[src/rtl/svc_rv_stage_mem_pkg.sv]
// Shared RISC-V definitions for the MEM stage: funct3 load/store encodings, instruction constants,
// hold-buffer state type and the alignment check.
package svc_rv_stage_mem_pkg;

   localparam logic [31:0] RV_NOP    = 32'h0000_0013;
   localparam logic [31:0] RV_EBREAK = 32'h0010_0073;

   localparam logic [2:0] F3_LB  = 3'b000;
   localparam logic [2:0] F3_LH  = 3'b001;
   localparam logic [2:0] F3_LW  = 3'b010;
   localparam logic [2:0] F3_LBU = 3'b100;
   localparam logic [2:0] F3_LHU = 3'b101;
   localparam logic [2:0] F3_SB  = 3'b000;
   localparam logic [2:0] F3_SH  = 3'b001;
   localparam logic [2:0] F3_SW  = 3'b010;

   typedef enum logic {
      HOLD_IDLE,
      HOLD_HELD
   } hold_state_t;

   // funct3[1:0] carries the access size for both loads and stores
   function automatic logic is_misaligned(input logic [2:0] funct3, input logic [1:0] addr);
      logic mis;
      mis = 1'b0;
      if (funct3[1:0] == F3_LH[1:0]) mis = addr[0];
      else if (funct3[1:0] == F3_LW[1:0]) mis = (addr != 2'b00);
      return mis;
   endfunction

endpackage

[src/rtl/svc_rv_stage_mem_if.sv]
// Data-memory port between the MEM stage (master) and the memory (slave).
// Read data returns one cycle after dmem_ren; writes complete in the cycle dmem_we is high.
interface svc_rv_stage_mem_if #(
   parameter int XLEN = 32
);
   logic            dmem_ren;
   logic [XLEN-1:0] dmem_raddr;
   logic            dmem_we;
   logic [XLEN-1:0] dmem_waddr;
   logic [XLEN-1:0] dmem_wdata;
   logic [3:0]      dmem_wstrb;
   logic [XLEN-1:0] dmem_rdata;

   modport master (
      output dmem_ren, dmem_raddr, dmem_we, dmem_waddr, dmem_wdata, dmem_wstrb,
      input  dmem_rdata
   );

   modport slave (
      input  dmem_ren, dmem_raddr, dmem_we, dmem_waddr, dmem_wdata, dmem_wstrb,
      output dmem_rdata
   );
endinterface

[src/rtl/svc_rv_ld_ext.sv]
// Load lane selection and sign/zero extension; purely combinational, no backpressure.
module svc_rv_ld_ext
   import svc_rv_stage_mem_pkg::*;
#(
   parameter int XLEN = 32
) (
   input  logic [XLEN-1:0] word,
   input  logic [1:0]      addr,
   input  logic [2:0]      funct3,
   output logic [XLEN-1:0] data
);

   logic [7:0]  byte_sel;
   logic [15:0] half_sel;

   always_comb begin
      byte_sel = word[7:0];
      case (addr)
         2'd1:    byte_sel = word[15:8];
         2'd2:    byte_sel = word[23:16];
         2'd3:    byte_sel = word[31:24];
         default: byte_sel = word[7:0];
      endcase
      half_sel = addr[1] ? word[31:16] : word[15:0];

      data = word;
      case (funct3[1:0])
         F3_LB[1:0]: data = {{(XLEN-8){byte_sel[7] & ~funct3[2]}}, byte_sel};
         F3_LH[1:0]: data = {{(XLEN-16){half_sel[15] & ~funct3[2]}}, half_sel};
         default:    data = word;
      endcase
   end

endmodule

[src/rtl/svc_rv_stage_mem.sv]
// MEM stage: issues dmem access, registers MEM/WB, extends load data (1 cycle to WB).
// stall_mem holds MEM/WB and parks returning load data in a hold buffer; stall beats flush.
module svc_rv_stage_mem
   import svc_rv_stage_mem_pkg::*;
#(
   parameter int XLEN = 32
) (
   input  logic                 clk,
   input  logic                 rst,
   input  logic                 valid_mem,
   input  logic [31:0]          instr_mem,
   input  logic [2:0]           res_src_mem,
   input  logic [2:0]           funct3_mem,
   input  logic                 mem_read_mem,
   input  logic                 mem_write_mem,
   input  logic                 trap_mem,
   input  logic [XLEN-1:0]      alu_result_mem,
   input  logic [XLEN-1:0]      rs1_data_mem,
   input  logic [XLEN-1:0]      rs2_data_mem,
   input  logic [XLEN-1:0]      pc_plus4_mem,
   input  logic [XLEN-1:0]      jb_target_mem,
   input  logic [XLEN-1:0]      csr_rdata_mem,
   input  logic [XLEN-1:0]      m_result_mem,
   input  logic [63:0]          product_64_mem,
   input  logic                 stall_mem,
   input  logic                 flush_mem,
   svc_rv_stage_mem_if.master   dmem,
   output logic                 valid_wb,
   output logic [31:0]          instr_wb,
   output logic [2:0]           res_src_wb,
   output logic [2:0]           funct3_wb,
   output logic                 trap_wb,
   output logic [XLEN-1:0]      alu_result_wb,
   output logic [XLEN-1:0]      rs1_data_wb,
   output logic [XLEN-1:0]      rs2_data_wb,
   output logic [XLEN-1:0]      pc_plus4_wb,
   output logic [XLEN-1:0]      jb_target_wb,
   output logic [XLEN-1:0]      csr_rdata_wb,
   output logic [XLEN-1:0]      m_result_wb,
   output logic [63:0]          product_64_wb,
   output logic [XLEN-1:0]      dmem_rdata_ext_wb
);

   logic            advance;
   logic            keep;
   logic            misaligned;
   logic            mem_ok;
   logic [XLEN-1:0] st_data;
   logic [3:0]      st_strb;
   logic            ld_pend;
   hold_state_t     hold_st;
   logic [XLEN-1:0] held_q;
   logic [XLEN-1:0] ld_word;

   assign advance    = ~stall_mem;
   assign keep       = valid_mem & ~flush_mem;
   assign misaligned = is_misaligned(funct3_mem, alu_result_mem[1:0]);
   assign mem_ok     = advance & keep & ~misaligned & ~rst;

   // Accesses fire only on the advancing cycle, so a stalled store cannot repeat
   assign dmem.dmem_ren   = mem_ok & mem_read_mem;
   assign dmem.dmem_we    = mem_ok & mem_write_mem;
   assign dmem.dmem_raddr = {alu_result_mem[XLEN-1:2], 2'b00};
   assign dmem.dmem_waddr = {alu_result_mem[XLEN-1:2], 2'b00};
   assign dmem.dmem_wdata = st_data;
   assign dmem.dmem_wstrb = dmem.dmem_we ? st_strb : 4'b0000;

   always_comb begin
      st_data = rs2_data_mem;
      st_strb = 4'b1111;
      case (funct3_mem[1:0])
         F3_SB[1:0]: begin
            st_data = {4{rs2_data_mem[7:0]}};
            st_strb = 4'b0001 << alu_result_mem[1:0];
         end
         F3_SH[1:0]: begin
            st_data = {2{rs2_data_mem[15:0]}};
            st_strb = 4'b0011 << alu_result_mem[1:0];
         end
         default: begin
            st_data = rs2_data_mem;
            st_strb = 4'b1111;
         end
      endcase
   end

   always_ff @(posedge clk) begin
      if (rst) begin
         ld_pend       <= 1'b0;
         hold_st       <= HOLD_IDLE;
         held_q        <= '0;
         valid_wb      <= 1'b0;
         trap_wb       <= 1'b0;
         instr_wb      <= RV_NOP;
         res_src_wb    <= '0;
         funct3_wb     <= '0;
         alu_result_wb <= '0;
         rs1_data_wb   <= '0;
         rs2_data_wb   <= '0;
         pc_plus4_wb   <= '0;
         jb_target_wb  <= '0;
         csr_rdata_wb  <= '0;
         m_result_wb   <= '0;
         product_64_wb <= '0;
      end else begin
         ld_pend <= dmem.dmem_ren;
         // Read data is only valid in the first WB cycle; park it if WB cannot consume it
         case (hold_st)
            HOLD_IDLE: if (ld_pend && stall_mem) begin
               held_q  <= dmem.dmem_rdata;
               hold_st <= HOLD_HELD;
            end
            HOLD_HELD: if (!stall_mem) hold_st <= HOLD_IDLE;
            default:   hold_st <= HOLD_IDLE;
         endcase
         if (advance) begin
            valid_wb      <= keep;
            instr_wb      <= keep ? instr_mem : RV_NOP;
            trap_wb       <= keep & (trap_mem | (misaligned & (mem_read_mem | mem_write_mem)));
            res_src_wb    <= res_src_mem;
            funct3_wb     <= funct3_mem;
            alu_result_wb <= alu_result_mem;
            rs1_data_wb   <= rs1_data_mem;
            rs2_data_wb   <= rs2_data_mem;
            pc_plus4_wb   <= pc_plus4_mem;
            jb_target_wb  <= jb_target_mem;
            csr_rdata_wb  <= csr_rdata_mem;
            m_result_wb   <= m_result_mem;
            product_64_wb <= product_64_mem;
         end
      end
   end

   assign ld_word = (hold_st == HOLD_HELD) ? held_q : dmem.dmem_rdata;

   svc_rv_ld_ext #(.XLEN(XLEN)) u_ld_ext (
      .word   (ld_word),
      .addr   (alu_result_wb[1:0]),
      .funct3 (funct3_wb),
      .data   (dmem_rdata_ext_wb)
   );

endmodule

[src/flat_wrapper.sv]
// flat-port wrapper written by rule: the top's interface ports become plain ports
module svc_rv_stage_mem_flat import svc_rv_stage_mem_pkg::*;
#(
   parameter int XLEN = 32
)
  (clk, rst, valid_mem, instr_mem, res_src_mem, funct3_mem, mem_read_mem, mem_write_mem, trap_mem, alu_result_mem, rs1_data_mem, rs2_data_mem, pc_plus4_mem, jb_target_mem, csr_rdata_mem, m_result_mem, product_64_mem, stall_mem, flush_mem, valid_wb, instr_wb, res_src_wb, funct3_wb, trap_wb, alu_result_wb, rs1_data_wb, rs2_data_wb, pc_plus4_wb, jb_target_wb, csr_rdata_wb, m_result_wb, product_64_wb, dmem_rdata_ext_wb, dmem_dmem_ren, dmem_dmem_raddr, dmem_dmem_we, dmem_dmem_waddr, dmem_dmem_wdata, dmem_dmem_wstrb, dmem_dmem_rdata);
  svc_rv_stage_mem_if #(.XLEN(XLEN)) dmem_i ();
  input  logic clk;
  input  logic rst;
  input  logic valid_mem;
  input  logic [31:0] instr_mem;
  input  logic [2:0] res_src_mem;
  input  logic [2:0] funct3_mem;
  input  logic mem_read_mem;
  input  logic mem_write_mem;
  input  logic trap_mem;
  input  logic [XLEN-1:0] alu_result_mem;
  input  logic [XLEN-1:0] rs1_data_mem;
  input  logic [XLEN-1:0] rs2_data_mem;
  input  logic [XLEN-1:0] pc_plus4_mem;
  input  logic [XLEN-1:0] jb_target_mem;
  input  logic [XLEN-1:0] csr_rdata_mem;
  input  logic [XLEN-1:0] m_result_mem;
  input  logic [63:0] product_64_mem;
  input  logic stall_mem;
  input  logic flush_mem;
  output logic valid_wb;
  output logic [31:0] instr_wb;
  output logic [2:0] res_src_wb;
  output logic [2:0] funct3_wb;
  output logic trap_wb;
  output logic [XLEN-1:0] alu_result_wb;
  output logic [XLEN-1:0] rs1_data_wb;
  output logic [XLEN-1:0] rs2_data_wb;
  output logic [XLEN-1:0] pc_plus4_wb;
  output logic [XLEN-1:0] jb_target_wb;
  output logic [XLEN-1:0] csr_rdata_wb;
  output logic [XLEN-1:0] m_result_wb;
  output logic [63:0] product_64_wb;
  output logic [XLEN-1:0] dmem_rdata_ext_wb;
  output wire logic [$bits(dmem_i.dmem_ren)-1:0] dmem_dmem_ren;
  output wire logic [$bits(dmem_i.dmem_raddr)-1:0] dmem_dmem_raddr;
  output wire logic [$bits(dmem_i.dmem_we)-1:0] dmem_dmem_we;
  output wire logic [$bits(dmem_i.dmem_waddr)-1:0] dmem_dmem_waddr;
  output wire logic [$bits(dmem_i.dmem_wdata)-1:0] dmem_dmem_wdata;
  output wire logic [$bits(dmem_i.dmem_wstrb)-1:0] dmem_dmem_wstrb;
  input wire logic [$bits(dmem_i.dmem_rdata)-1:0] dmem_dmem_rdata;
  assign dmem_dmem_ren = dmem_i.dmem_ren;
  assign dmem_dmem_raddr = dmem_i.dmem_raddr;
  assign dmem_dmem_we = dmem_i.dmem_we;
  assign dmem_dmem_waddr = dmem_i.dmem_waddr;
  assign dmem_dmem_wdata = dmem_i.dmem_wdata;
  assign dmem_dmem_wstrb = dmem_i.dmem_wstrb;
  assign dmem_i.dmem_rdata = dmem_dmem_rdata;
  svc_rv_stage_mem #(.XLEN(XLEN)) u_core (.clk(clk), .rst(rst), .valid_mem(valid_mem), .instr_mem(instr_mem), .res_src_mem(res_src_mem), .funct3_mem(funct3_mem), .mem_read_mem(mem_read_mem), .mem_write_mem(mem_write_mem), .trap_mem(trap_mem), .alu_result_mem(alu_result_mem), .rs1_data_mem(rs1_data_mem), .rs2_data_mem(rs2_data_mem), .pc_plus4_mem(pc_plus4_mem), .jb_target_mem(jb_target_mem), .csr_rdata_mem(csr_rdata_mem), .m_result_mem(m_result_mem), .product_64_mem(product_64_mem), .stall_mem(stall_mem), .flush_mem(flush_mem), .dmem(dmem_i), .valid_wb(valid_wb), .instr_wb(instr_wb), .res_src_wb(res_src_wb), .funct3_wb(funct3_wb), .trap_wb(trap_wb), .alu_result_wb(alu_result_wb), .rs1_data_wb(rs1_data_wb), .rs2_data_wb(rs2_data_wb), .pc_plus4_wb(pc_plus4_wb), .jb_target_wb(jb_target_wb), .csr_rdata_wb(csr_rdata_wb), .m_result_wb(m_result_wb), .product_64_wb(product_64_wb), .dmem_rdata_ext_wb(dmem_rdata_ext_wb));
endmodule
[config.mk]
export PLATFORM = sky130hd
export DESIGN_NAME = svc_rv_stage_mem_flat
export DESIGN_NICKNAME = d
export VERILOG_FILES = /design/src/rtl/svc_rv_stage_mem_pkg.sv /design/src/rtl/svc_rv_stage_mem_if.sv /design/src/rtl/svc_rv_ld_ext.sv /design/src/rtl/svc_rv_stage_mem.sv /design/src/flat_wrapper.sv
export SDC_FILE = /design/constraint.sdc
export NUM_CORES = 1
export LEC_CHECK = 0
export ABC_AREA = 1
export CAP_MARGIN = 15
export CORE_AREA = 2 2 322 324
export CTS_CLUSTER_SIZE = 30
export DETAILED_ROUTE_END_ITERATION = 8
export DIE_AREA = 0 0 324 326
export GPL_TIMING_DRIVEN = 0
export SYNTH_ARGS = -nofsm -noshare
export SYNTH_HDL_FRONTEND = slang
export SYNTH_SLANG_ARGS = --single-unit
[constraint.sdc]
create_clock -name clk -period 2.02 [get_ports clk]
set_input_delay 0.404 -clock clk [delete_from_list [all_inputs] [get_ports clk]]
set_output_delay 0.404 -clock clk [all_outputs]
set_load 0.1 [all_outputs]
==> flow_summary.json <==
{
  "hold_viol_final": 0,
  "ctsHoldBuffers": 0,
  "drc": 0,
  "cp-start-kind": "flip-flop",
  "p_leak_nw": 11.6,
  "ant_nets": 0,
  "die_x_um": 324,
  "htree_levels": 2,
  "rrSetupSlack_ps": 290,
  "p_comb_share_pct": 35.8,
  "clk_pin_slew_ps": 60,
  "final_cell_mix": "nor2_1, dfxtp_1, clkdlybuf4s50_1, clkdlybuf4s15_2, o21ai_0",
  "finalMaxSlewViolations": 0,
  "synthTopCellsByArea": "dfxtp_1, nor2_1, o21ai_0",
  "worst_pin_slew_ps": 955,
  "rsz0062_at_grt": "yes",
  "nFillCells": 11000,
  "post-route-period-util_pct": 131,
  "maxSlewHeadroom_pct": 36.3,
  "grt_pass1_vias": 16200,
  "crit_path_max_fanout": 8,
  "final_cells": 4302,
  "critPathCaptureType": "output port",
  "cts.sinks": 362,
  "fin_util_pct": 28.1,
  "r2r_cells": 7,
  "grt_max_degree": 13,
  "setup_viol_count_final": 38,
  "grt_pass1_wl_um": 116000,
  "ir_worst_vdd_uv": 644,
  "min_period_ps": 2640,
  "critPathKind": "reg -> out",
  "core-area_sq_um": 103000,
  "dieArea_sq_um": 106000,
  "tritoncts": "yes",
  "dpl.hpwl_um": 67000,
  "clock_skew_ps": 9.02,
  "timing.final.ws_setup_ps": -624,
  "vias": 16900,
  "max_freq_mhz": 378,
  "layout-drive-gt1-share_pct": 32.6,
  "min_path_cells": 3,
  "arrival_ps": 2240,
  "clockBufferDepth": 3,
  "portBuffers": 821,
  "outcome": "complete, but fails checks",
  "std_cell_rows": 118,
  "seqPwrFrac_pct": 30.1,
  "synth.avg_cell_area_sq_um": 7.44,
  "yosys_warnings": 0,
  "ys_seq_area_share_pct": 50.1,
  "p_sw_w": 0.0105,
  "cts_root_buffer": "clkbuf_16",
  "violations": "setup timing",
  "place_congestion": 0.919,
  "netlist_instances": 1943,
  "power_density_nw_per_um2": 901,
  "syn_area_sq_um": 14500,
  "die_h_um": 326,
  "yosysTopAreaCellShare_pct": 50.1,
  "synth_seq_cells": 362,
  "dr.pass1.iters": 5,
  "grtUsageTotal_pct": 15.3,
  "timing.rr.end": "u_core.held_q[10]",
  "power.share.clock_pct": 34.1,
  "numCtsBuffers": 45,
  "synth_top_cell_by_area": "dfxtp_1",
  "rr_startpoint": "u_core.hold_st",
  "wirelength_um": 85200,
  "worstSkewPairLatency_ps": 590,
  "cap_violations": 0,
  "drt-wirelength-per-cell_um": 19.8,
  "dr.first_iter.drc_count": 1103,
  "cp.required_ps": 1620,
  "synthDistinctLibCells": 32,
  "hold_start": "alu_result_mem[1]",
  "multiInputGateArea_sq_um": 6880,
  "hp-class": "in -> reg",
  "seq_area_sq_um": 7260,
  "swShare_pct": 40.4,
  "place_ws_ps": -2890,
  "io_pins": 828,
  "intPower_w": 0.0155,
  "initial_utilization_pct": 14.1,
  "total_power_w": 0.0260,
  "grt_overflow": 0,
  "dp.cells": 4150,
  "whs_endpoint": "u_core.alu_result_wb[1]",
  "vias_per_cell": 3.93,
  "area_delta_synth_final_pct": 99.4,
  "nets": 3248,
  "antenna_found_initial": 18,
  "final_common_cell": "nor2_1"
}
per-stage QoR:
stage / TNS (ps) / cell area [sq um] / hold WS, ps
finish: -18250 / 28800 / 167
CTS: -18660 / 28500 / 142
floorplan: -6010 / 15000 / 424
global placement: -476260 / 25000 / 435
detailed placement: -465430 / 25000 / 439
global route: -21590 / 28800 / 171
state kept, by name, indices dropped and copies added, names as in the netlist:
register / cells
u_core.pc_plus4_wb: 32
u_core.product_64_wb: 64
u_core.res_src_wb: 3
u_core.m_result_wb: 32
u_core.funct3_wb: 3
u_core.alu_result_wb: 32
u_core.valid_wb: 1
u_core.ld_pend: 1
u_core.jb_target_wb: 32
u_core.trap_wb: 1
u_core.rs1_data_wb: 32
u_core.held_q: 32
u_core.rs2_data_wb: 32
u_core.csr_rdata_wb: 32
u_core.hold_st: 1
u_core.instr_wb: 32
worst max-delay path: stages, from the launching register on:
cell       delay, ps
dfxtp_2          340
buf_12           150
inv_12            50
buf_12           130
clkbuf_16        150
buf_4            140
o21ai_4          200
nand3_2          100
nand2_2           80
nand2_2           60
nand2_4           80
buf_12           170
layer usage:
metal	part of all wire, %	GRT usage (%)	wire (um)	vias up
met3	8.3	4.30	7100	117
met1	40	18.0	34000	7873
met5	0.047	0	40	-
met4	3.0	4.92	2590	4
met2	49	26.4	41500	786
li1	-	-	-	8130
synthesized netlist by cell type (all sizes together):
cell type and count:
a21oi 46, a22oi 29, a31oi 3, and2 1, buf 128, clkbuf 83
clkinv 2, conb 1, dfxtp 362, inv 57, nand2 165, nand3 47
nor2 619, nor3 1, nor3b 3, o211ai 9, o21ai 371, o22ai 3
or2 13
repair_timing:
action	in CTS	in global routing
setup endpoints to repair	773	64
pin swaps	43	33
resized for setup	2015	93
buffers inserted	42	21
gates cloned	6	3
power groups by stage:
stage               registers, W  logic, W  clock network, W
floorplan                 0.0110   0.00299                 0
global placement         0.00795   0.00878                 0
detailed placement       0.00796   0.00881                 0
CTS                      0.00782   0.00925           0.00908
global route             0.00786   0.00964           0.00934
finish                   0.00782   0.00931           0.00886
layout make-up:
| cell class | count | share of cell area (%) |
|---|---|---|
| timing repair buffer | 889 | 33.5 |
| sequential | 362 | 25.2 |
| multi-input combinational | 1315 | 23.8 |
| tap | 1380 | 5.99 |
| buffer | 210 | 4.87 |
| clock buffer | 62 | 4.69 |
| inverter | 59 | 0.955 |
| clock inverter | 21 | 0.916 |
| antenna | 4 | 0.0347 |
kinds of logic after synthesis:
family                 share of synthesized area [%]
AOI/OAI and AO/OA                               17.1
buffers and inverters                           9.61
DFF                                             50.1
other                                         0.0259
and+or+nand+nor                                 23.2
worst max path at each step:
stage	from	end	slack (ps)	cells past startpoint
floorplan	u_core.alu_result_wb[0]	dmem_rdata_ext_wb[3]	-690	6
global placement	funct3_mem[1]	dmem_dmem_wdata[24]	-3600	6
detailed placement	funct3_mem[1]	dmem_dmem_wdata[24]	-2890	6
CTS	u_core.hold_st	dmem_rdata_ext_wb[3]	-660	11
global route	u_core.hold_st	dmem_rdata_ext_wb[5]	-730	11
finish	u_core.hold_st	dmem_rdata_ext_wb[1]	-620	11
(Power assumes the default switching activity.)
==> RTL change 1, RTL diff (same settings) <==
Register the input `jb_target_mem` before use, without a reset. The logic sees it one clock later. The other inputs are not delayed to match.
--- a/src/rtl/svc_rv_stage_mem.sv
+++ b/src/rtl/svc_rv_stage_mem.sv
@@ -41,4 +41,10 @@
    output logic [XLEN-1:0]      dmem_rdata_ext_wb
 );
+
+   logic [XLEN-1:0] jb_target_mem_q;
+
+   always_ff @(posedge clk) begin
+      jb_target_mem_q <= jb_target_mem;
+   end
 
    logic            advance;
@@ -124,5 +130,5 @@
             rs2_data_wb   <= rs2_data_mem;
             pc_plus4_wb   <= pc_plus4_mem;
-            jb_target_wb  <= jb_target_mem;
+            jb_target_wb  <= jb_target_mem_q;
             csr_rdata_wb  <= csr_rdata_mem;
             m_result_wb   <= m_result_mem;
Formal check against the unedited RTL: not equivalent (Yosys sat finds a counterexample within 4 cycles, from zero or initial values and one cycle with rst high).
==> RTL change 1 against the original RTL <==
- via count down 1.1%
- clock power down 2%
- the run still ends with setup timing left
- die area unchanged
- wire length down 1.2%
- sequential power up 7.5%
- area after synthesis up 5.0%
- total power down 2.1%
- sequential cell count up 32
- critical endpoint is now dmem_rdata_ext_wb[12]
- fmax up 1.1%
- first-iteration DRC count down 23%
- critical path type unchanged
- design area down 0.55%
- hold slack better by 73 ps
- core utilization down 0.15 points
- worst setup slack better by 28 ps
==> RTL change 1: results (changes against the original RTL) <==
Area contributors post-synth dfxtp_1 (52%), nand2_1 (16%), nand3_1 (10%) (was dfxtp_1 (50%), nor2_1 (16%), o21ai_0 (13%)); status finished with violations (unchanged); placer congestion estimate 0.8890 (was 0.9189); Cells after Synth 1918 (was 1943); detailed-route via count 16730 (was 16910); Post-synth top cells nand2_1 (665), dfxtp_1 (394), nand3_1 (309) (was nor2_1 (607), o21ai_0 (363), dfxtp_1 (362)); pre-CTS setup slack -2621 ps (was -2885 ps); largest net degree at the start of global routing 14 (was 13); CP arrival 2210 ps (was 2240 ps); violation count after the first detailed-routing iteration 850 (was 1103); crit path capture dmem_rdata_ext_wb[12] (was dmem_rdata_ext_wb[1]); Worst Skew 27.53 ps (was 9.020 ps); sequential fraction of the synthesis area 0.5196 (was 0.5011); setup TNS -17760 ps (was -18250 ps); max incr delay on CP 480 ps (was 340 ps); # port buffers 822 (was 821); family with the most delay on the worst path simple AND/OR/NAND/NOR gates (was buffers and inverters); R2R Setup Slk 110 ps (was 290 ps); critical-path cell with the highest stage delay dfxtp_4 (was dfxtp_2); first-pass GRT wire length 115100 um (was 115600 um); Tightest Pin Transition 1097 ps (was 955.3 ps); count of different cell masters after synthesis 37 (was 32); share of layout cells above drive strength 1 0.3181 (was 0.3263); number of fillers in the final layout 11000 (was 10960); CTS buffer count 48 (was 45); synth warn 0 (unchanged); fin nets 3202 (was 3248); dpl cells 4129 (was 4150); endpoints failing setup 33 (was 38); RR Endpoint u_core.held_q[18] (was u_core.held_q[10]); final std cells w/o fill 4259 (was 4302); vias in the first global route 16470 (was 16170); Compound-Gate Fraction of Synth Area 0.07978 (was 0.1706); hpwl dp 65580 um (was 67000 um); failing checks setup timing (unchanged); fin worst setup slack -596.6 ps (was -624.3 ps); Total GRT Usage 0.1514 (was 0.1526)
## RTL change 1: how the worst min path moves through the flow
stage	startpoint	endpoint	slack, ps	cells after the start
final	jb_target_mem[8]	u_core.jb_target_mem_q[8]	240	1
after global routing	jb_target_mem[14]	u_core.jb_target_mem_q[14]	200	1
after CTS	alu_result_mem[1]	u_core.alu_result_wb[1]	170	4
after detailed placement	u_core.jb_target_mem_q[9]	u_core.jb_target_wb[9]	400	2
after global placement	u_core.jb_target_mem_q[27]	u_core.jb_target_wb[27]	400	2
after floorplan	u_core.jb_target_mem_q[0]	u_core.jb_target_wb[0]	400	2
## RTL change 1: logic make-up (layout without fill, tap and decap cells)
family,after synthesis,after routing
other,1,13
DFF,394,394
buffers and inverters,289,1238
AOI/OAI and AO/OA,197,197
and+or+nand+nor,1037,1037
## RTL change 1: metal layers
layer  vias up  wire length, um  part of all wire  global-route usage
li1       8058                -                 -                   -
met1      7812            34170              0.41              0.1789
met2       706            38850              0.46              0.2485
met3       137             8035             0.095             0.05521
met4        14             3049             0.036             0.05747
met5         -               96            0.0011                   0
## RTL change 1: final cells by class
cell class | instances | share of cell area
timing repair buffer | 866 | 0.3217
clock buffer | 64 | 0.04573
antenna | 9 | 0.0007854
sequential | 394 | 0.2758
multi-input combinational | 1238 | 0.2292
tap | 1380 | 0.06021
buffer | 208 | 0.04717
inverter | 80 | 0.01139
clock inverter | 20 | 0.008028
## RTL change 1: timing repair
action | in CTS | in global routing
setup buffers | 26 | 10
pin swaps | 30 | 31
gates resized for setup | 1907 | 94
cloned | 4 | 2
setup endpoints to repair | 484 | 68
## RTL change 1: per-stage QoR
| stage | instance area (um2) | hold slack (ps) |
|---|---|---|
| finish | 28680 | 240.3 |
| global placement | 25550 | 400.6 |
| detailed placement | 25660 | 402.2 |
| CTS | 28440 | 168.7 |
| global route | 28660 | 197.4 |
| floorplan | 15590 | 396.0 |
## RTL change 1: power breakdown
part,switching [mW],internal (mW),total [mW]
Combinational,6.05,2.27,8.32
Clock,3.64,5.07,8.71
Sequential,0.234,8.18,8.41
==> RTL change 2, RTL diff (config.mk and constraints unchanged) <==
Made on the original files. Reset style: asynchronous (`rst`), changed in one clocked block.
--- a/src/rtl/svc_rv_stage_mem.sv
+++ b/src/rtl/svc_rv_stage_mem.sv
@@ -85,5 +85,5 @@
    end
 
-   always_ff @(posedge clk) begin
+   always_ff @(posedge clk or posedge rst) begin
       if (rst) begin
          ld_pend       <= 1'b0;
Check against the original RTL: differs if rst is asserted again (counterexample within 4 cycles, from zero or initial values and one cycle with rst high); with rst held inactive, the same outputs for 4 cycles.
==> RTL change 2 against the original RTL <==
- the run still ends with setup timing left
- global-route usage rose by 0.081 points
- area after synthesis rose by 7.5%
- worst setup slack got worse by 50 ps
- critical path depth fell by 2
- wire length fell by 1.1%
- hold slack improved by 35 ps
- non-clock buffer count fell by 58
- sequential cell count did not move
- via count fell by 5.9%
- count of clock-buffer cells in the layout fell by 3
- final cell count fell by 2.9%
- register-to-register slack got worse by 20 ps
- total power rose by 6.1%
- design area rose by 1.1%
- largest power group unchanged
- highest routed layer is now met4
==> RTL change 2: results (changes against the original RTL) <==
Sw Ratio 0.4327 (was 0.4040); Critical Path Source u_core.hold_st (unchanged); P&R area growth vs syn 87.60% (was 99.38%); largest net degree at the start of global routing 41 (was 13); count of different cell masters after synthesis 35 (was 32); CP arrival 2290 ps (was 2240 ps); Mapped Avg Cell Area 8.420 um2 (was 7.443 um2); violation count after the first detailed-routing iteration 1056 (was 1103); final std cells w/o fill 4178 (was 4302); hpwl dp 67460 um (was 67000 um); sequential fraction of the synthesis area 0.5831 (was 0.5011); number of fillers in the final layout 10930 (was 10960); fin nets 3130 (was 3248); initial antenna violation count 7 (was 18); Post-synth top cells nand2_1 (984), dfrtp_1 (359), o21ai_0 (87) (was nor2_1 (607), o21ai_0 (363), dfxtp_1 (362)); failing checks setup timing (unchanged); fin worst setup slack -674.2 ps (was -624.3 ps); setup TNS -19420 ps (was -18250 ps); critical-path cell with the highest stage delay dfrtp_2 (was dfxtp_2); postcts setup bufs 25 (was 42); mux share of post-synthesis cell area 0.003623 (was 0); PwrDens 945.9 nW/um2 (was 901.1 nW/um2); dpl cells 4072 (was 4150); CP max FO 7 (was 8); Via density 3.807 (was 3.931); hold path startpoint funct3_mem[1] (was alu_result_mem[1]); status finished with violations (unchanged); vias in the first global route 15970 (was 16170); first-pass GRT wire length 115500 um (was 115600 um); Total GRT Usage 0.1534 (was 0.1526); Worst Skew 8.925 ps (was 9.020 ps); pre-CTS setup slack -2291 ps (was -2885 ps); endpoints failing setup 33 (was 38); post-cts resize count 1845 (was 2015); max incr delay on CP 510 ps (was 340 ps)
## RTL change 2: changes by cell type after synthesis, moves of 19 or more
cell / change
nor2_1: -584
a22o_1: +29
a21oi_1: -23
a22oi_1: -19
o21ai_0: -276
dfxtp_1: -362
clkbuf_1: -39
dfrtp_1: +359
nand2_1: +821
## RTL change 2: cell families (layout without fill, tap and decap cells)
| group | Yosys count | in the layout |
|---|---|---|
| muxes | 5 | 5 |
| DFF | 362 | 362 |
| buffers and inverters | 243 | 1190 |
| other | 1 | 6 |
| and+or+nand+nor | 1068 | 1068 |
| AOI/OAI and AO/OA | 167 | 167 |
## RTL change 2: final timing paths
check                                                to  slack [ps]  cells after the start
worst max-delay path               dmem_rdata_ext_wb[3]        -670                      9
worst min-delay path                u_core.funct3_wb[1]         200                      3
worst max register to register           u_core.hold_st         270                      6
worst min register to register  u_core.alu_result_wb[2]         470                      2
max in group asynchronous            u_core.instr_wb[1]         260                      6
min in group asynchronous       u_core.product_64_wb[6]         210                      2
## RTL change 2: power by group through the flow
stage	clock, mW	combinational, mW	sequential, mW
6_report	8.39	10.9	8.33
5_1_grt	8.94	11.3	8.40
4_1_cts	8.66	10.9	8.32
3_5_place_dp	0	10.6	8.42
3_3_place_gp	0	10.5	8.43
2_1_floorplan	0	3.10	12.5
## RTL change 2: area by class of cell
class	count	area share
repair buffers	868	0.3235
flip-flops and latches	362	0.3109
multi-input cells	1244	0.2039
well taps	1380	0.05922
clock buffers	59	0.04390
plain buffers	173	0.03982
inverters	70	0.01056
clock inverters	20	0.008067
diodes	2	0.0001716
## RTL change 2: layer usage
layer	global-route usage	wire [um]	vias to the layer above
li1	-	-	7512
met1	0.1981	35950	7610
met2	0.2370	37600	673
met3	0.05328	7995	111
met4	0.05183	2714	0
met5	0	0	-
